==> src/rtl/riscv_pkg.sv <==
// Shared RISC-V front-end constants and types used by the fetch path.
package riscv_pkg;

  localparam int          XLEN             = 32;
  localparam logic [31:0] NOP_INSTR        = 32'h0000_0013;
  localparam logic [31:0] DEFAULT_RESET_PC = 32'h0000_0000;

  // One instruction-buffer slot: the byte address and the word fetched from it.
  typedef struct packed {
    logic [XLEN-1:0] pc;
    logic [XLEN-1:0] instr;
  } fetch_entry_t;

  function automatic logic [XLEN-1:0] word_align(input logic [XLEN-1:0] addr);
    return {addr[XLEN-1:2], 2'b00};
  endfunction

endpackage

==> src/rtl/fetch_fifo.sv <==
// Power-of-two instruction buffer with synchronous reset and flush.
// Flush empties the buffer and suppresses any push/pop in the same cycle.
module fetch_fifo
  import riscv_pkg::*;
#(
  parameter int DEPTH = 2,
  parameter int WIDTH = 2 * XLEN,
  localparam int AW = (DEPTH > 1) ? $clog2(DEPTH) : 1,
  localparam int CW = $clog2(DEPTH + 1)
) (
  input  logic             clk,
  input  logic             rst,
  input  logic             flush_i,
  input  logic             push_i,
  input  logic [WIDTH-1:0] wdata_i,
  input  logic             pop_i,
  output logic [WIDTH-1:0] rdata_o,
  output logic             full_o,
  output logic [CW-1:0]    count_o
);

  logic [WIDTH-1:0] mem_q [DEPTH];
  logic [AW-1:0]    wr_ptr_q, wr_ptr_d;
  logic [AW-1:0]    rd_ptr_q, rd_ptr_d;
  logic [CW-1:0]    count_q, count_d;
  logic             do_push;
  logic             do_pop;

  always_comb begin
    full_o   = (count_q == CW'(DEPTH));
    do_pop   = pop_i && (count_q != '0) && !flush_i;
    // A push into a full buffer is only legal when the head leaves this cycle.
    do_push  = push_i && (!full_o || do_pop) && !flush_i;
    wr_ptr_d = wr_ptr_q;
    rd_ptr_d = rd_ptr_q;
    count_d  = count_q;
    if (flush_i) begin
      wr_ptr_d = '0;
      rd_ptr_d = '0;
      count_d  = '0;
    end else begin
      if (do_push) wr_ptr_d = wr_ptr_q + AW'(1);
      if (do_pop)  rd_ptr_d = rd_ptr_q + AW'(1);
      case ({do_push, do_pop})
        2'b10:   count_d = count_q + CW'(1);
        2'b01:   count_d = count_q - CW'(1);
        default: count_d = count_q;
      endcase
    end
  end

  always_ff @(posedge clk) begin
    if (rst) begin
      wr_ptr_q <= '0;
      rd_ptr_q <= '0;
      count_q  <= '0;
    end else begin
      wr_ptr_q <= wr_ptr_d;
      rd_ptr_q <= rd_ptr_d;
      count_q  <= count_d;
    end
  end

  always_ff @(posedge clk) begin
    if (!rst && do_push) mem_q[wr_ptr_q] <= wdata_i;
  end

  assign rdata_o = mem_q[rd_ptr_q];
  assign count_o = count_q;

endmodule

==> src/rtl/fetch_unit.sv <==
// Instruction fetch: PC register, single-cycle instruction memory port and a
// small buffer toward decode.
module fetch_unit
  import riscv_pkg::*;
#(
  parameter logic [31:0] RESET_PC = DEFAULT_RESET_PC,
  parameter int          DEPTH    = 2
) (
  input  logic        clk,
  input  logic        rst,
  output logic [31:0] imem_addr,
  input  logic [31:0] imem_rdata,
  input  logic        redirect_valid,
  input  logic [31:0] redirect_pc,
  output logic        out_valid,
  input  logic        out_ready,
  output logic [31:0] out_instr,
  output logic [31:0] out_pc
);

  localparam int CW = $clog2(DEPTH + 1);

  // Decode handshake: an instruction transfers in every cycle where out_valid
  // and out_ready are both high; while out_valid is high and out_ready low the
  // head is held unchanged. A redirect in the same cycle cancels the transfer.

  logic [31:0]  pc_q, pc_d;
  logic         fifo_push;
  logic         fifo_pop;
  logic         fifo_full;
  logic [CW-1:0] fifo_count;
  logic [63:0]  fifo_rdata;
  fetch_entry_t head;
  fetch_entry_t push_entry;

  // imem_addr comes straight from the register, so neither out_ready nor
  // redirect_valid can reach the memory address combinationally.
  assign imem_addr = word_align(pc_q);

  always_comb begin
    fifo_pop   = !rst && !redirect_valid && out_valid && out_ready;
    fifo_push  = !rst && !redirect_valid && (!fifo_full || fifo_pop);
    push_entry = '{pc: imem_addr, instr: imem_rdata};
    pc_d       = pc_q;
    if (redirect_valid)  pc_d = word_align(redirect_pc);
    else if (fifo_push)  pc_d = imem_addr + 32'd4;
  end

  always_ff @(posedge clk) begin
    if (rst) pc_q <= word_align(RESET_PC);
    else     pc_q <= pc_d;
  end

  fetch_fifo #(
    .DEPTH (DEPTH),
    .WIDTH (64)
  ) u_fifo (
    .clk     (clk),
    .rst     (rst),
    .flush_i (redirect_valid),
    .push_i  (fifo_push),
    .wdata_i (push_entry),
    .pop_i   (fifo_pop),
    .rdata_o (fifo_rdata),
    .full_o  (fifo_full),
    .count_o (fifo_count)
  );

  assign head      = fifo_rdata;
  assign out_valid = (fifo_count != '0);
  assign out_instr = out_valid ? head.instr : NOP_INSTR;
  assign out_pc    = out_valid ? head.pc    : 32'h0;

endmodule

==> config.mk <==
export PLATFORM = sky130hd
export DESIGN_NAME = fetch_unit
export DESIGN_NICKNAME = d
export VERILOG_FILES = /design/src/rtl/riscv_pkg.sv /design/src/rtl/fetch_fifo.sv /design/src/rtl/fetch_unit.sv
export SDC_FILE = /design/constraint.sdc
export NUM_CORES = 1
export LEC_CHECK = 0
export ABC_AREA = 1
export BUFFER_PORTS_ARGS = -buffer_cell sky130_fd_sc_hd__buf_2
export CAP_MARGIN = 40
export CORE_AREA = 2 2 117 119
export DETAILED_ROUTE_END_ITERATION = 8
export DIE_AREA = 0 0 119 121
export PLACE_DENSITY_LB_ADDON = 0.1
export SLEW_MARGIN = 20
export SYNTH_ARGS = -nofsm -noshare
export SYNTH_HDL_FRONTEND = slang
export SYNTH_SLANG_ARGS = --single-unit
==> constraint.sdc <==
create_clock -name clk -period 5.9 [get_ports clk]
set_clock_uncertainty 0.05 [all_clocks]
set_input_delay 0 -clock clk [delete_from_list [all_inputs] [get_ports clk]]
set_output_delay 0 -clock clk [all_outputs]
set_load 0.03 [all_outputs]
# Yosys cells after proc, flatten, opt, wreduce, memory -nomap -nowiden
# Memory sizes are Yosys's and may differ from the RTL's. A register that Yosys moved wholly into a read port is not among the register bits.
# Index checks and enable logic that the tools add are counted.
[word_totals]
reg_bits = 36
latchBits = 0
ram_bits = 124
mem_bits_ro = 0
out_inout_bits = 97
n_memories = 1
[mem_list]
columns = ["name", "depth", "word_bits", "read_ports", "rd_ports_with_merged_regs", "write_ports", "line_no", "text"]
rows = [
  ["u_fifo.mem_q", 2, 62, 1, 1, 1, "fetch_fifo.sv:22", "logic [WIDTH-1:0] mem_q [DEPTH];"],
]
[op_classes]
add_sub_neg = 5
mul = 0
div_mod_pow = 0
n_lt_le_gt_ge = 0
n_eq_ne = 3
shifts = 0
n_mux = 9
bitwise_logic = 0
n_reduce_logical = 18
[op_table]
columns = ["op", "count"]
rows = [
  ["32-bit 2-to-1 mux", 4],
  ["32-bit by 3-bit adder with 32-bit output (second input constant)", 1],
  ["1-bit logical AND", 9],
  ["2-bit nonzero test", 3],
  ["2-bit == test (second input constant)", 2],
  ["1-bit 2-to-1 mux", 4],
  ["2-bit one-hot mux with 2 select lines", 1],
  ["1-bit zero test", 3],
  ["1-bit adder (second input constant)", 2],
  ["2-bit by 1-bit adder with 2-bit output (second input constant)", 1],
  ["2-bit by 1-bit == test with 1-bit output (second input constant)", 1],
  ["1-bit logical OR", 2],
  ["2-bit OR reduction", 1],
  ["2-bit by 1-bit subtractor with 2-bit output (second input constant)", 1],
]

# Longest topological paths before layout
# Gate-level depths: netlist of the first run.
[depth]
ltp_word = 12
mapped_depth = 11
ltp_nobuf = 11

# By module
# Synthesis of the first run repeated with hierarchy kept, for this count alone.
[unflattened]
hier_cells = 771
hier_area_um2 = 7915.1
[modules_own_cells]
columns = ["module", "n_inst", "cells_each", "area_per_inst_um2", "seq_area_each_um2"]
rows = [
  ["fetch_fifo", 1, 240, 5183.7, 3943.8],
  ["fetch_unit", 1, 531, 2731.4, 600.6],
]

# Least setup slack after synthesis of the first run
# OpenSTA, ideal clock, no wires.
[synth_timing]
path_type = "reg2reg"
from = "register u_fifo.count_q[0], in the netlist u_fifo.count_o[0]"
to = "memory u_fifo.mem_q[0][0] (netlist name) (enable)"
setup_time_ps = 484
arrival_ps = 3526
t_required_ps = 5366
slack_ps = 1840
stages_incl_launch_ff = 6
cell_sequence = "dfxtp_1 > inv_1 > ha_1 > nor2_2 > o21ai_4 > nor2_1"
[synth_via]
elab_chain_cells = 11
word_cells_on_any_way = 15
classes_between = "eq/ne (1); mux (2); reduce/logical (12)"
[synth_lines]
columns = ["element", "line_no", "text"]
rows = [
  ["start: declaration", "fetch_fifo.sv:25", "logic [CW-1:0] count_q, count_d;"],
  ["start signal: assignment", "fetch_fifo.sv:60", "count_q <= count_d;"],
  ["2-bit nonzero test", "fetch_fifo.sv:31, fetch_unit.sv:70", ""],
  ["1-bit logical AND (2 in series)", "fetch_unit.sv:41", "fifo_pop = !rst && !redirect_valid && out_valid && out_ready;"],
  ["1-bit logical AND (2 in series)", "fetch_fifo.sv:31", "do_pop = pop_i && (count_q != '0) && !flush_i;"],
  ["1-bit logical OR", "fetch_fifo.sv:33", "do_push = push_i && (!full_o || do_pop) && !flush_i;"],
  ["1-bit logical AND * (2 in series)", "fetch_fifo.sv:33", ""],
  ["1-bit logical AND *", "fetch_fifo.sv:65", "if (!rst && do_push) mem_q[wr_ptr_q] <= wdata_i;"],
  ["1-bit 2-to-1 mux *", "fetch_fifo.sv:65", ""],
  ["1-bit 2-to-1 mux (implied by the code) *", "fetch_fifo.sv:65", ""],
  ["end: declaration", "fetch_fifo.sv:22", ""],
]
# Mark *: on every way between the ends. The rest lies on a longest branch, timed or not.

==> flow_summary.toml, run 1 <==
[clock_tree]
ctsResizeCount = 0
root_buffer = "clkbuf_16"
cts_max_path_buffers = 2
htreeDepth = 4
cts_tree = "yes"
cts_setup_buffers = 0
clk_pin_slew_ns = 0.06
cts_sinks = 159
clock_latency_ns = 0.43
cts_inserted_buffers = 17

[timing]
postLayoutSetupSlackWorst_ns = 3.53
max_freq_mhz = 422
fin_crit_sh_pct = 40.2
min_period_ns = 2.37
setup_viol = 0
holdWs_ns = 0.0311
tns_ns = 0
rsz0062_at_grt = "no"
finalMaxSlewViolations = 0
worst_pin_slew_ns = 0.640
finalHoldViolCount = 0
slew_headroom_pct = 57.4

[yosys]
yosysSeqAreaShare_pct = 63.6
synthFlopType = "edfxtp_1"
syn_inst = 717
yosys.area.top_type = "edfxtp_1"
synth_top_area_share_pct = 53.5
synth_edf_count = 124
synth_common_cells = "nor2_1 (165), nand2_1 (132), edfxtp_1 (124), o21ai_0 (78), inv_1 (40)"
ys_ff_latch = 159
async_flop_share_pct = 0
synthTopCellsByArea = "edfxtp_1 (53%), dfxtp_1 (10%), nor2_1 (8.9%)"
synth.avg_cell_area_um2 = 9.71
synth_most_common_cell = "nor2_1"
netlist_area_um2 = 6960
ys_types = 34
yosys_warnings = 0

[critical_path]
crit_path_start_kind = "register"
rr_worst_depth = 6
cp_max_fo = 63
max_stage_delay_ns = 0.48
worstSetupPathType = "reg2out"
crit_slowest_cell = "buf_4"
critPathMostFrequentCell = "nor2_1"
required_ns = 5.85
critPathCaptureType = "output pin"
arrival_ns = 2.32
crit_chain = "buf_4, inv_2, buf_12, nor2_1, nor2_1, buf_2"

[floorplan]
initial_core_util_pct = 53.2
dieArea_um2 = 14400
die_x_um = 119
die_height_um = 121
io-pin-count = 165
num_rows = 42
core_area_um2 = 13100

[detailed_routing]
drt-initial-drc-count = 470
detail-route-antenna-nets = 0
firstDrtPassIters = 5
vias = 5716
wl_mm = 17.3
drc = 0
via_per_inst = 5.09
wl_per_cell_um = 15.4

[layout]
multiInputGateArea_um2 = 2250
ff_latch_area_um2 = 4430
nNetsFinal = 1004
antennaDiodeCount = 0
syn2layout_area_growth_pct = 32.7
num-fill-cells = 1001
drive_above_1_share_pct = 24.1

[global_routing]
track_usage_pct = 24.6
grt_antenna_before_repair = 0
grt_overflow_total = 0
grt_pass1_wl_mm = 27.1
first_global_vias = 5584
grt_max_degree = 64

[power]
p_per_area_nw_per_um2 = 295
p_leak_nw = 3.84
ir_worst_vdd_mv = 0.189

[placed_design]
dp_slack_ns = 3.63
portBuffers = 158
place_congestion = 0.908
dp_hpwl_mm = 10.9

[run_status]
status = "completed"

[worst_hold_path]
hold_class = "in2reg"
whs_path_depth = 2

[job]
cap_violations = 0
-- area by class of cell --
type	count	area share [%]
clock buffer	23	5.28
clock inverter	9	1.67
inverter	45	1.83
multi-input combinational	483	24.3
sequential	159	47.9
tap	176	2.38
timing repair buffer	227	16.6
-- per-stage QoR --
stage          area (um2)  power, mW  instances  utilization, %
3_5_place_dp         7950       1.54       1027            60.8
5_1_grt              9240       2.81       1122            70.6
4_1_cts              9210       2.73       1121            70.4
3_3_place_gp         7880       1.52       1024            60.2
2_1_floorplan        6970       1.45        720               -
6_report             9240       2.72       1122            70.6
-- final timing paths --
path                                         from            endpoint  slack [ns]
worst min register to register  u_fifo.count_o[0]   u_fifo.count_o[0]        0.43
worst min-delay path                          rst             pc_q[7]        0.03
worst max-delay path                     register          out_pc[28]        3.53
worst max register to register  u_fifo.count_o[0]  u_fifo.mem_q[0][4]        3.67
-- cell usage in the layout, fill, tap and decap left out, types with 3 or more instances in the layout --
master and instances:
nand3_1 25, a31oi_1 4, conb_1 4, dlygate4sd3_1 62, xor2_1 9, o21ai_0 78
dfxtp_1 34, nand2_2 6, ha_1 3, buf_4 3, inv_2 5, a21oi_1 24
nor2_1 163, a21oi_2 3, bufinv_16 4, buf_16 3, clkbuf_16 17, inv_1 40
nor2_4 10, nand2_1 132, edfxtp_1 124, buf_2 158, nand4_1 4, o21ai_1 3
clkbuf_8 4
-- flip-flops by register name (all words and copies together) (netlist names), named ones only --
register,cells
u_fifo.mem_q,124
pc_q,30
u_fifo.count_o,2
u_fifo.rd_ptr_q,1
u_fifo.wr_ptr_q,1
-- critical path, delay by kind of cell, from the launching register on --
kind                   cells  cell delay, ns
and+or+nand+nor            2            0.19
buffers and inverters      4            1.36
DFF                        1            0.31
-- power by group --
group	leakage, nW	total [mW]	switching (mW)	internal [mW]
clock	0.311	1.18	0.422	0.753
combinational	2.10	0.260	0.166	0.0948
sequential	1.43	1.29	0.0360	1.25
total	3.84	2.72	0.624	2.10
-- repair_timing --
action,CTS,global route
endpoints found under the hold margin,94,0
hold buffers,62,0
setup endpoints to repair,0,0
-- cell families (layout without fill, tap and decap cells) --
kind of cell / after synthesis / after routing / share of synthesized area, %
AO/OA/AOI/OAI: 118 / 118 / 9.09
XOR/XNOR: 10 / 10 / 1.26
adder cells (fa/ha/maj): 3 / 3 / 0.539
buffers and inverters: 78 / 304 / 4.55
flip-flops: 159 / 159 / 63.6
other: 1 / 4 / 0.0539
AND/OR/NAND/NOR: 348 / 348 / 21.0
-- layer usage --
metal | vias up | wire length, um | global-route usage (%)
met5 | - | 0 | 0
met4 | 0 | 290 | 9.52
met3 | 25 | 936 | 5.22
met2 | 194 | 8640 | 42.8
met1 | 2679 | 7430 | 30.1
li1 | 2818 | - | -
No activity file was read; power rests on OpenSTA's default activity.
==> run 2, diff against run 1 <==
CORE_AREA = 2 2 123 125   (was 2 2 117 119)
DIE_AREA = 0 0 125 127   (was 0 0 119 121)
clock period = 2 ns   (was 5.9 ns; I/O delays follow)
==> flow_summary.toml, run 2 (same netlist as run 1, synthesis figures left out) <==
[placed_design]
place_congestion = 0.882
placed_area_um2 = 8080
dp_hpwl_mm = 11.3
portBuffers = 158

[critical_path]
worstSetupPathType = "reg2out"
critPathCaptureType = "output pin"
required_ns = 1.95
rr_worst_depth = 10
r2r_start = "u_fifo.count_o[0]"
r2r_slack_ns = 0.15
max_stage_delay_ns = 0.33
arrival_ns = 1.82
crit_slowest_cell = "dfxtp_2"
timing.rr.end = "pc_q[11]"
cp_max_fo = 22
crit_path_start_kind = "register"
crit_chain = "inv_2, ha_4, inv_6, buf_12, o21ai_0, nor2_1, buf_2"

[detailed_routing]
via_per_inst = 5.06
firstDrtPassIters = 5
detail-route-antenna-nets = 0
drc = 0
drt-initial-drc-count = 396
wl_mm = 17.8
wl_per_cell_um = 15.6
vias = 5798

[floorplan]
num_rows = 44
die_x_um = 125
die_height_um = 127
io-pin-count = 165
core_area_um2 = 14400
initial_core_util_pct = 48.3
dieArea_um2 = 15900

[power]
p_per_area_nw_per_um2 = 852
ir_worst_vdd_mv = 0.626
p_leak_nw = 3.90
p_total_mw = 7.99

[timing]
finalHoldViolCount = 0
fin_crit_sh_pct = 93.6
rsz0062_at_grt = "no"
finalMaxSlewViolations = 0
min_period_ns = 1.87
max_freq_mhz = 534
setup_viol = 0

[clock_tree]
clk_pin_slew_ns = 0.06
cts_sinks = 159
root_buffer = "clkbuf_16"
htreeDepth = 4
cts_tree = "yes"
cts_max_path_buffers = 2
cts_setup_buffers = 0
clock_latency_ns = 0.42
cts_inserted_buffers = 17

[layout]
top_register = "u_fifo.mem_q"
drive_above_1_share_pct = 25.5
largest_reg_flops = 124
antennaDiodeCount = 0
final_cell_mix = "nor2_1 (163), buf_2 (158), nand2_1 (132), edfxtp_1 (124), o21ai_0 (78)"
nNetsFinal = 1020
final_area_um2 = 9380
syn2layout_area_growth_pct = 34.8
num-fill-cells = 1173
final_common_cell = "nor2_1"

[global_routing]
first_global_vias = 5661
grt_max_degree = 63
grt_pass1_wl_mm = 27.8
grt_overflow_total = 0
track_usage_pct = 22.2
grt_antenna_before_repair = 0

[worst_hold_path]
whs_path_depth = 6
hold-path-endpoint = "u_fifo.count_o[0]"
hold_class = "in2reg"
hp-start = "out_ready"

[job]
cap_violations = 0

[run_status]
status = "completed"
## run 2: cell count changes in the layout (fill, tap and decap cells not counted), moves of 2 or more
cell           delta
buf_12            +3
dfxtp_2           +2
dlygate4sd3_1     +3
clkbuf_8          -2
inv_1             -2
dfxtp_1           -2
buf_16            -3
buf_4            +12
## run 2: report_power, final
group          internal (mW)  leakage (nW)  switching [mW]  total [mW]
logic                  0.307          2.18           0.510       0.817
registers               3.69          1.43          0.0980        3.79
clock network           2.15         0.298            1.24        3.39
## run 2: routing by layer
| metal | vias to the layer above | wire [um] | global-route usage, % |
|---|---|---|---|
| met5 | - | 0 | 0 |
| met4 | 0 | 373 | 9.02 |
| met3 | 29 | 973 | 3.94 |
| met2 | 202 | 8770 | 37.6 |
| met1 | 2707 | 7730 | 28.5 |
| li1 | 2860 | - | - |
## run 2: worst max path at each step
stage                           start            endpoint  slack (ns)  cells past startpoint
floorplan           u_fifo.count_o[0]  u_fifo.mem_q[0][0]       -0.19                      5
global route                  pc_q[3]            pc_q[24]        0.01                      9
detailed placement  u_fifo.count_o[0]            pc_q[13]        0.22                     10
CTS                 u_fifo.count_o[0]        out_instr[8]        0.02                      7
global placement    u_fifo.count_o[0]            pc_q[20]        0.27                     10
finish              u_fifo.count_o[0]          out_pc[11]        0.13                      7
## run 2: final cells by class
class	instances	area, um2	area share (%)
flip-flops and latches	159	4430	47.2
clock inverters	11	165	1.76
inverters	45	174	1.85
well taps	184	230	2.45
clock buffers	21	460	4.91
repair buffers	243	1660	17.7
multi-input cells	483	2260	24.1
## run 2: stage by stage
| step | hold slack, ns | setup slack [ns] | setup TNS, ns | util (%) | instances |
|---|---|---|---|---|---|
| 2_1_floorplan | 0.0489 | -0.187 | -21.18 | - | 720 |
| 3_3_place_gp | 0.140 | 0.266 | 0 | 56.0 | 1048 |
| 3_5_place_dp | 0.144 | 0.222 | 0 | 56.0 | 1048 |
| 4_1_cts | 0.0332 | 0.0153 | 0 | 64.9 | 1145 |
| 5_1_grt | 0.0738 | 0.0147 | 0 | 65.0 | 1146 |
| 6_report | 0.0358 | 0.127 | 0 | 65.0 | 1146 |
## run 2: worst max-delay path: cells and delay by family, from the launching register on
family / cells / cell delay [ns]
adder cells (fa/ha/maj): 1 / 0.18
buffers and inverters: 4 / 0.63
AO/OA/AOI/OAI: 1 / 0.12
flip-flops: 1 / 0.33
AND/OR/NAND/NOR: 1 / 0.13
## run 2: timing repair
action                                  in CTS  in global routing
hold buffers                                65                  0
endpoints found under the hold margin       99                  0
resized for setup                            1                  1
gates cloned                                 0                  1
endpoints found under the setup margin      32                 19
